File: src/rtl/dlsc_axi_rd_splitter.sv
// dlsc_axi_rd_splitter
// Splits long AXI read bursts from one master into router-legal bursts that
// never cross a 2^BOUNDARY-byte boundary. Read data is returned unchanged,
// except that r_last is raised only on the final beat of the original burst.
// A small FIFO remembers, per issued split, whether it ends the original burst.

module dlsc_axi_rd_splitter #(
    parameter int ADDR     = 32,
    parameter int DATA     = 32,
    parameter int IN_LEN   = 8,
    parameter int OUT_LEN  = 4,
    parameter int BOUNDARY = 12,
    parameter int MOT      = 16
) (
    input  logic                clk,
    input  logic                rst,

    output logic                in_ar_ready,
    input  logic                in_ar_valid,
    input  logic [ADDR-1:0]     in_ar_addr,
    input  logic [IN_LEN-1:0]   in_ar_len,

    input  logic                in_r_ready,
    output logic                in_r_valid,
    output logic                in_r_last,
    output logic [DATA-1:0]     in_r_data,
    output logic [1:0]          in_r_resp,

    input  logic                out_ar_ready,
    output logic                out_ar_valid,
    output logic [ADDR-1:0]     out_ar_addr,
    output logic [OUT_LEN-1:0]  out_ar_len,

    output logic                out_r_ready,
    input  logic                out_r_valid,
    input  logic                out_r_last,
    input  logic [DATA-1:0]     out_r_data,
    input  logic [1:0]          out_r_resp
);

    localparam int SH = $clog2(DATA / 8);
    // Wide enough for the remaining count, the boundary distance and MAXB
    localparam int BW = ((IN_LEN + 1) > (BOUNDARY + 1)) ? (IN_LEN + 1) : (BOUNDARY + 1);
    localparam logic [BW-1:0] MAXB = {{(BW-1){1'b0}}, 1'b1} << OUT_LEN;
    localparam int PW = $clog2(MOT);
    localparam logic [BOUNDARY:0] BND_BYTES = {1'b1, {BOUNDARY{1'b0}}};

    typedef enum logic {
        IDLE,
        SPLIT
    } state_t;

    state_t             state;
    logic [ADDR-1:0]    cur_addr;
    logic [IN_LEN:0]    rem;
    logic [BOUNDARY:0]  bnd_bytes;
    logic [BW-1:0]      bnd;
    logic [BW-1:0]      beats;
    logic [BW-1:0]      beats_r;
    logic               final_r;

    logic               fifo_mem [MOT];
    logic [PW-1:0]      wr_ptr;
    logic [PW-1:0]      rd_ptr;
    logic [PW:0]        count;
    logic               fifo_empty;
    logic               fifo_full;
    logic               fifo_head;
    logic               push;
    logic               pop;

    function automatic logic [BW-1:0] min3(input logic [BW-1:0] a,
                                           input logic [BW-1:0] b,
                                           input logic [BW-1:0] c);
        logic [BW-1:0] m;
        m = (a < b) ? a : b;
        return (m < c) ? m : c;
    endfunction

    // Size of the next split: limited by remaining beats, max router burst and boundary
    always_comb begin
        bnd_bytes = BND_BYTES - {1'b0, cur_addr[BOUNDARY-1:0]};
        bnd       = BW'(bnd_bytes >> SH);
        beats     = min3(BW'(rem), MAXB, bnd);
    end

    assign fifo_empty  = (count == '0);
    assign fifo_full   = (count == (PW+1)'(MOT));
    assign fifo_head   = fifo_mem[rd_ptr];
    assign push        = out_ar_valid & out_ar_ready;
    assign pop         = out_r_valid & out_r_ready & out_r_last;

    assign in_ar_ready = rst & (state == IDLE);
    assign in_r_valid  = rst & out_r_valid & ~fifo_empty;
    assign out_r_ready = rst & in_r_ready & ~fifo_empty;
    assign in_r_data   = out_r_data;
    assign in_r_resp   = out_r_resp;
    assign in_r_last   = out_r_last & fifo_head;

    // Command FSM: accept a master burst, then issue one split at a time
    always_ff @(posedge clk) begin
        if (!rst) begin
            state        <= IDLE;
            out_ar_valid <= 1'b0;
        end else begin
            case (state)
                IDLE: begin
                    if (in_ar_valid) begin
                        cur_addr <= in_ar_addr;
                        rem      <= {1'b0, in_ar_len} + (IN_LEN+1)'(1);
                        state    <= SPLIT;
                    end
                end
                SPLIT: begin
                    if (!out_ar_valid) begin
                        // Only raise a split when its tracking entry is guaranteed a slot
                        if (!fifo_full) begin
                            out_ar_valid <= 1'b1;
                            out_ar_addr  <= cur_addr;
                            out_ar_len   <= OUT_LEN'(beats - BW'(1));
                            beats_r      <= beats;
                            final_r      <= (beats == BW'(rem));
                        end
                    end else if (out_ar_ready) begin
                        out_ar_valid <= 1'b0;
                        cur_addr     <= cur_addr + (ADDR'(beats_r) << SH);
                        rem          <= rem - beats_r[IN_LEN:0];
                        if (rem == beats_r[IN_LEN:0]) begin
                            state <= IDLE;
                        end
                    end
                end
                default: state <= IDLE;
            endcase
        end
    end

    // Tracking FIFO pointers and occupancy
    always_ff @(posedge clk) begin
        if (!rst) begin
            wr_ptr <= '0;
            rd_ptr <= '0;
            count  <= '0;
        end else begin
            if (push) begin
                wr_ptr <= wr_ptr + PW'(1);
            end
            if (pop) begin
                rd_ptr <= rd_ptr + PW'(1);
            end
            case ({push, pop})
                2'b10:   count <= count + (PW+1)'(1);
                2'b01:   count <= count - (PW+1)'(1);
                default: count <= count;
            endcase
        end
    end

    // Tracking FIFO storage: one 'final' flag per issued split
    always_ff @(posedge clk) begin
        if (push) begin
            fifo_mem[wr_ptr] <= final_r;
        end
    end

endmodule

File: config.mk
export PLATFORM = sky130hd
export DESIGN_NAME = dlsc_axi_rd_splitter
export DESIGN_NICKNAME = d
export VERILOG_FILES = /design/src/rtl/dlsc_axi_rd_splitter.sv
export SDC_FILE = /design/constraint.sdc
export NUM_CORES = 1
export LEC_CHECK = 0
export CORE_MARGIN = 2
export CORE_UTILIZATION = 55
export CTS_BUF_LIST = sky130_fd_sc_hd__clkbuf_16
export CTS_CLUSTER_SIZE = 16
export DETAILED_ROUTE_END_ITERATION = 6
export DONT_BUFFER_PORTS = 1
export HOLD_SLACK_MARGIN = 0.08
export PLACE_DENSITY = 0.85
export SLEW_MARGIN = 15
export SYNTH_ARGS = -nofsm -noshare
export SYNTH_HDL_FRONTEND = slang
export SYNTH_SLANG_ARGS = --single-unit
File: constraint.sdc
create_clock -name clk -period 5.35 [get_ports clk]
set_input_delay 1.07 -clock clk [delete_from_list [all_inputs] [get_ports clk]]
set_output_delay 1.07 -clock clk [all_outputs]
set_load 0.01 [all_outputs]
Yosys cells after proc, flatten, opt, wreduce, memory -nomap -nowiden:

Memory sizes are Yosys's and may differ from the RTL's. A register that Yosys moved wholly into a read port is not among the register bits.
Index checks and enable logic that the tools add are counted.

* bitwise operators: 13
* order comparisons: 2
* eq/ne operators: 8
* $add $sub $neg: 9
* reduce and logical (&&, ||, !) cells: 4
* multiplexer cells: 23

Operators by type and width (number)
* 32-bit 2-to-1 mux: 3
* 32-bit one-hot mux with 2 select lines: 1
* 9-bit 2-to-1 mux: 4
* 32-bit by 13-bit adder with 32-bit output: 1
* 9-bit one-hot mux with 2 select lines: 1
* 13-bit by 12-bit subtractor with 13-bit output (first input constant): 1
* 11-bit by 9-bit == test with 1-bit output: 1
* 9-bit by 11-bit < comparator with 1-bit output: 1
* 11-bit 2-to-1 mux: 1
* 5-bit one-hot mux with 2 select lines: 1
* 8-bit by 1-bit adder with 9-bit output (second input constant): 1
* 1-bit AND: 9
* 9-bit == test: 1
* 9-bit by 5-bit < comparator with 1-bit output (second input constant): 1
* 1-bit 2-to-1 mux: 9
* 9-bit subtractor: 1
* 4-bit by 1-bit adder with 4-bit output (second input constant): 2
* 4-bit 2-to-1 mux: 2
* 4-bit AND reduction: 2
* 2-bit != test (second input constant): 3
* 5-bit by 1-bit adder with 5-bit output (second input constant): 1
* 5-bit == test (second input constant): 1
* 5-bit zero test: 1
* 5-bit by 1-bit subtractor with 5-bit output (second input constant): 1
* 6 further kinds: 9

* memories kept: 1
* flip-flop bits (word level): 104
* output and inout bits: 75
* RAM bits: 16
* logic and storage cells: 71

Memories
* fifo_mem: depth 16, bits a word 1, read ports 1, clocked after memory_dff 1, write ports 1, line 62 `logic fifo_mem [MOT];`

Logic depth before layout (Yosys ltp):

* word-level depth: 7
* mapped depth: 15

Worst setup path after synthesis:

OpenSTA, ideal clock, no wires.

* path kind: input -> register
* from: input rst
* to: register beats_r[0] (enable)
* stages: 3
* path buffers: 1
* library setup time: 515 ps
* data required time: 4835 ps
* path slack: 126 ps
* arrival: 4709 ps
* cells stage by stage: clkbuf_1 > nand2_1 > nor3_1

* longest elaborated chain between the ends: 1

Ends and longest elaborated chain
* from (decl): line 16 `input logic rst,`
* 4-bit AND reduction (no source line)
* to (signal assigned): line 121 `beats_r <= beats;`
* to (decl): line 59 `logic [BW-1:0] beats_r;`

Every way passes these cells.
A chain may end at the register's enable or synchronous reset.

Worst setup path in the final report:

* from: register cur_addr[3]
* to: register out_ar_len[2], data pin

* longest elaborated chain between the ends: 4

Ends and longest elaborated chain
* from (decl): line 54 `logic [ADDR-1:0] cur_addr;`
* from (signal assigned): line 109 `cur_addr <= in_ar_addr;`
* from (signal assigned): line 126 `cur_addr <= cur_addr + (ADDR'(beats_r) << SH);`
* 13-bit by 12-bit subtractor with 13-bit output *: line 82 `bnd_bytes = BND_BYTES - {1'b0, cur_addr[BOUNDARY-1:0]};`
* 9-bit by 11-bit < comparator with 1-bit output: line 77 `return (m < c) ? m : c;`
* 11-bit 2-to-1 mux *: line 77
* 4-bit by 1-bit subtractor with 4-bit output *: line 120 `out_ar_len <= OUT_LEN'(beats - BW'(1));`
* to (signal assigned): line 120
* to (decl): line 32 `output logic [OUT_LEN-1:0] out_ar_len,`

Every way passes the cells marked *; elsewhere a longest branch is shown, timed or not.

==> results.md <==
- Status: completed
- Worst slew pin tran: 1.037 ns
- Routed Antenna Nets: 0
- RSZ-0062 raised after global routing: false
- Clock Sinks: 124
- Pin count of the biggest net entering global routing: 66
- Fillers: 1,008
- Slew Limit Fails: 0
- Crit-path max FO: 16
- Area growth, synth to finish: 6.734%
- Antenna violations before repair: 1
- Initial Utilization: 56.45%
- Startpoint Class: flip-flop
- Crit path from: cur_addr[3]
- TNS Setup: 0 ns
- Clk_skew: 0.01252 ns
- FF-to-FF setup slack: 1.03 ns
- Die X: 118.0 microns
- Worst reg2reg endpoint: out_ar_len[2]
- Tot GR Track Use: 22.83%
- Routed wire per std cell: 19.04 microns
- Combinational Power Share: 13.2%
- # H-tree levels: 4
- Worst slew margin: 30.76%
- Hold Path Class: flip-flop to flip-flop
- Clock Latency Late Sink: 0.42 ns
- Seq pwr share: 46.0%
- Share of cells above drive strength 1: 11.02%
- Total number of vias: 4,863
- Syn Inst Count: 656
- Slowest-stage cell, CP: or4_1
- Max frequency: 231.5 MHz
- PortBufs: 0
- Pwr dens: 334.3 nW/um^2
- Die height: 118.0 microns
- RD Place Congestion: 1.001
- Leakage power: 2.871 nW
- Hold_buf cts: 0
- R2R depth: 13
- Crit path cell chain: or4_1 -> or3_1 -> nor2_1 -> xor2_1 -> ha_1 -> nand4_1 -> nor2_1 -> a211o_1 -> o31ai_4 -> buf_4 -> mux2_4 -> ha_1 -> xnor2_1
- MaxCap Viol Count: 0
- Routed Wire Length: 15,560 microns
- Sw Share: 26.21%
- Min Hold Slack: 0.4951 ns
- Setup crit end: out_ar_len[2]
- Ys flop type: edfxtp_1
- Post-synthesis sequential area ratio: 49.40%
- Cell variety after synth: 64
- FP Rows: 41
- Worst EP arrival: 4.49 ns
- Crit share post-route: 80.76%
- Cts bufs inserted: 17
- Post-CTS Resized: 0
- Vias/cell: 5.952
- CTS Buffer Depth: 2
- Synth Cell Area: 7153 sq um
- Post-Syn Area per Cell: 10.90 sq um
- Global-route wire length before repair: 24,600 microns
- Critical path's largest stage delay: 0.73 ns
- Core area: 12,670 sq um
- Clock transition at path regs: 0.06 ns
- DRC Markers: 0
- Asr flop ratio synth: 0%
- Vias in the first global route: 4,818
- CTS tree: yes
- Kind of critical path: flip-flop to flip-flop
- Int Pwr: 0.001883 W
- Clock power share: 40.7%
- Initial DRT Pass Iterations: 5
- 1st-iter DRT viols: 404
- Crit path required time: 5.52 ns
- # IOs: 156
- Min Tclk post-route: 4.320 ns
- CTS root buf: clkbuf_16
- Worst IR drop on VDD: 0.2184 mV
- Post-CTS setup buffer count: 0
- Worst setup EP type: flip-flop
- Hpwl dp: 11,050 microns
- Number of synthesized flops with an enable pin: 105
- Final Hold Viols: 0
- Nets: 754
- YS warnings: 0
- Setup violations, final: 0
- DIE AREA: 13,930 sq um
- NetSw: 0.0006690 W
- Reg2reg start: cur_addr[3]
- Synthesis-stage register bit count: 124
- Grt total ovfl: 0
-- cell families after synthesis --
kind of cell	Yosys count	synth area share (%)
compound gates	113	10.88
xor+xnor	48	6.175
fa+ha+maj	41	7.487
buf+inv	94	6.944
flops	124	49.40
mux	22	4.338
other cells	1	0.05242
simple gates	213	14.73
-- layer usage --
metal / track usage [%] / vias up / part of all wire (%)
met3: 7.122 / 46 / 8.1
met2: 37.43 / 218 / 48
met5: 0 / - / 0
met1: 27.29 / 2313 / 41
li1: - / 2286 / -
met4: 11.14 / 0 / 2.7
-- registers in the layout, summed over array words and instances (netlist names), named ones only --
name          count
state             1
wr_ptr            4
out_ar_addr      32
final_r           1
fifo_mem         16
beats_r          11
cur_addr         32
out_ar_valid      1
rem               9
out_ar_len        4
rd_ptr            4
count             5
-- per-stage QoR --
step / setup slack [ns] / area [sq um] / std cells / utilization [%] / total power [W]
final: 1.030 / 7635 / 817 / 60.25 / 0.002552
after global routing: 0.8348 / 7635 / 817 / 60.25 / 0.002642
after CTS: 1.036 / 7632 / 816 / 60.24 / 0.002563
after detailed placement: 1.043 / 7101 / 785 / 56.04 / 0.001525
after global placement: 1.175 / 7101 / 785 / 56.04 / 0.001508
after floorplan: 0.1261 / 7172 / 661 / - / 0.001468
-- layout by cell type (no fill, tap or decap), drive strengths merged, types with 3 or more instances in the layout --
cell type / n
xor2: 13
mux2: 13
dfxtp: 19
conb: 6
o22ai: 3
a2111oi: 3
nand4: 10
a31oi: 13
clkinv: 10
nand3: 19
or4: 5
fa: 3
nor2: 58
nand2: 44
and2: 15
and3: 10
mux4: 5
nor2b: 8
buf: 5
clkbuf: 17
nand2b: 6
inv: 41
xnor2: 34
mux2i: 4
edfxtp: 105
or3: 10
nor3: 21
ha: 38
o31ai: 6
a21oi: 23
a21o: 11
clkinvlp: 3
o21ai: 32
-- critical path, delay by kind of cell (launching register included) --
family / cells / cell delay, ns
AOI/OAI and AO/OA: 2 / 0.57
xor gates and xnor gates: 2 / 0.24
adders and majority gates: 2 / 0.52
buffers and inverters: 1 / 0.27
DFF: 1 / 0.45
muxes: 1 / 0.35
and+or+nand+nor: 5 / 1.66
-- cells in the mapped netlist (all sizes together), types with 15 or more instances --
library cell	count	share of area [%]
ha	38	6.6
dfxtp	19	5.3
buf	40	4.1
edfxtp	105	44
a21oi	23	1.6
nand2	44	2.3
o21ai	32	2.3
and2	15	1.3
inv	41	2.2
xnor2	34	4.3
nor2	58	3.0
nand3	19	1.4
nor3	21	1.5
-- power groups by stage --
stage | logic, W | clock network (W) | registers, W
6_report | 0.000338 | 0.00104 | 0.00117
5_1_grt | 0.000374 | 0.00109 | 0.00118
4_1_cts | 0.000336 | 0.00105 | 0.00117
3_5_place_dp | 0.000332 | 0 | 0.00119
3_3_place_gp | 0.000317 | 0 | 0.00119
2_1_floorplan | 0.000291 | 0 | 0.00118
-- how the worst min path moves through the flow --
stage,start,endpoint,depth (start not counted)
2_1_floorplan,cur_addr[12],out_ar_addr[12],0
3_3_place_gp,cur_addr[31],out_ar_addr[31],0
3_5_place_dp,cur_addr[31],out_ar_addr[31],0
4_1_cts,cur_addr[31],out_ar_addr[31],0
5_1_grt,cur_addr[31],out_ar_addr[31],0
6_report,cur_addr[31],out_ar_addr[31],0
-- final cells by class --
cell class | count | area [sq um] | share of cell area [%]
clock buffer | 17 | 425.4 | 5.572
inverter | 41 | 153.9 | 2.016
antenna | 1 | 2.502 | 0.03278
multi-input combinational | 443 | 3159 | 41.38
clock inverter | 14 | 106.4 | 1.393
timing repair buffer | 5 | 37.54 | 0.4916
tap | 172 | 215.2 | 2.819
sequential | 124 | 3535 | 46.30
Note: power is estimated with default switching activity, not from simulation.
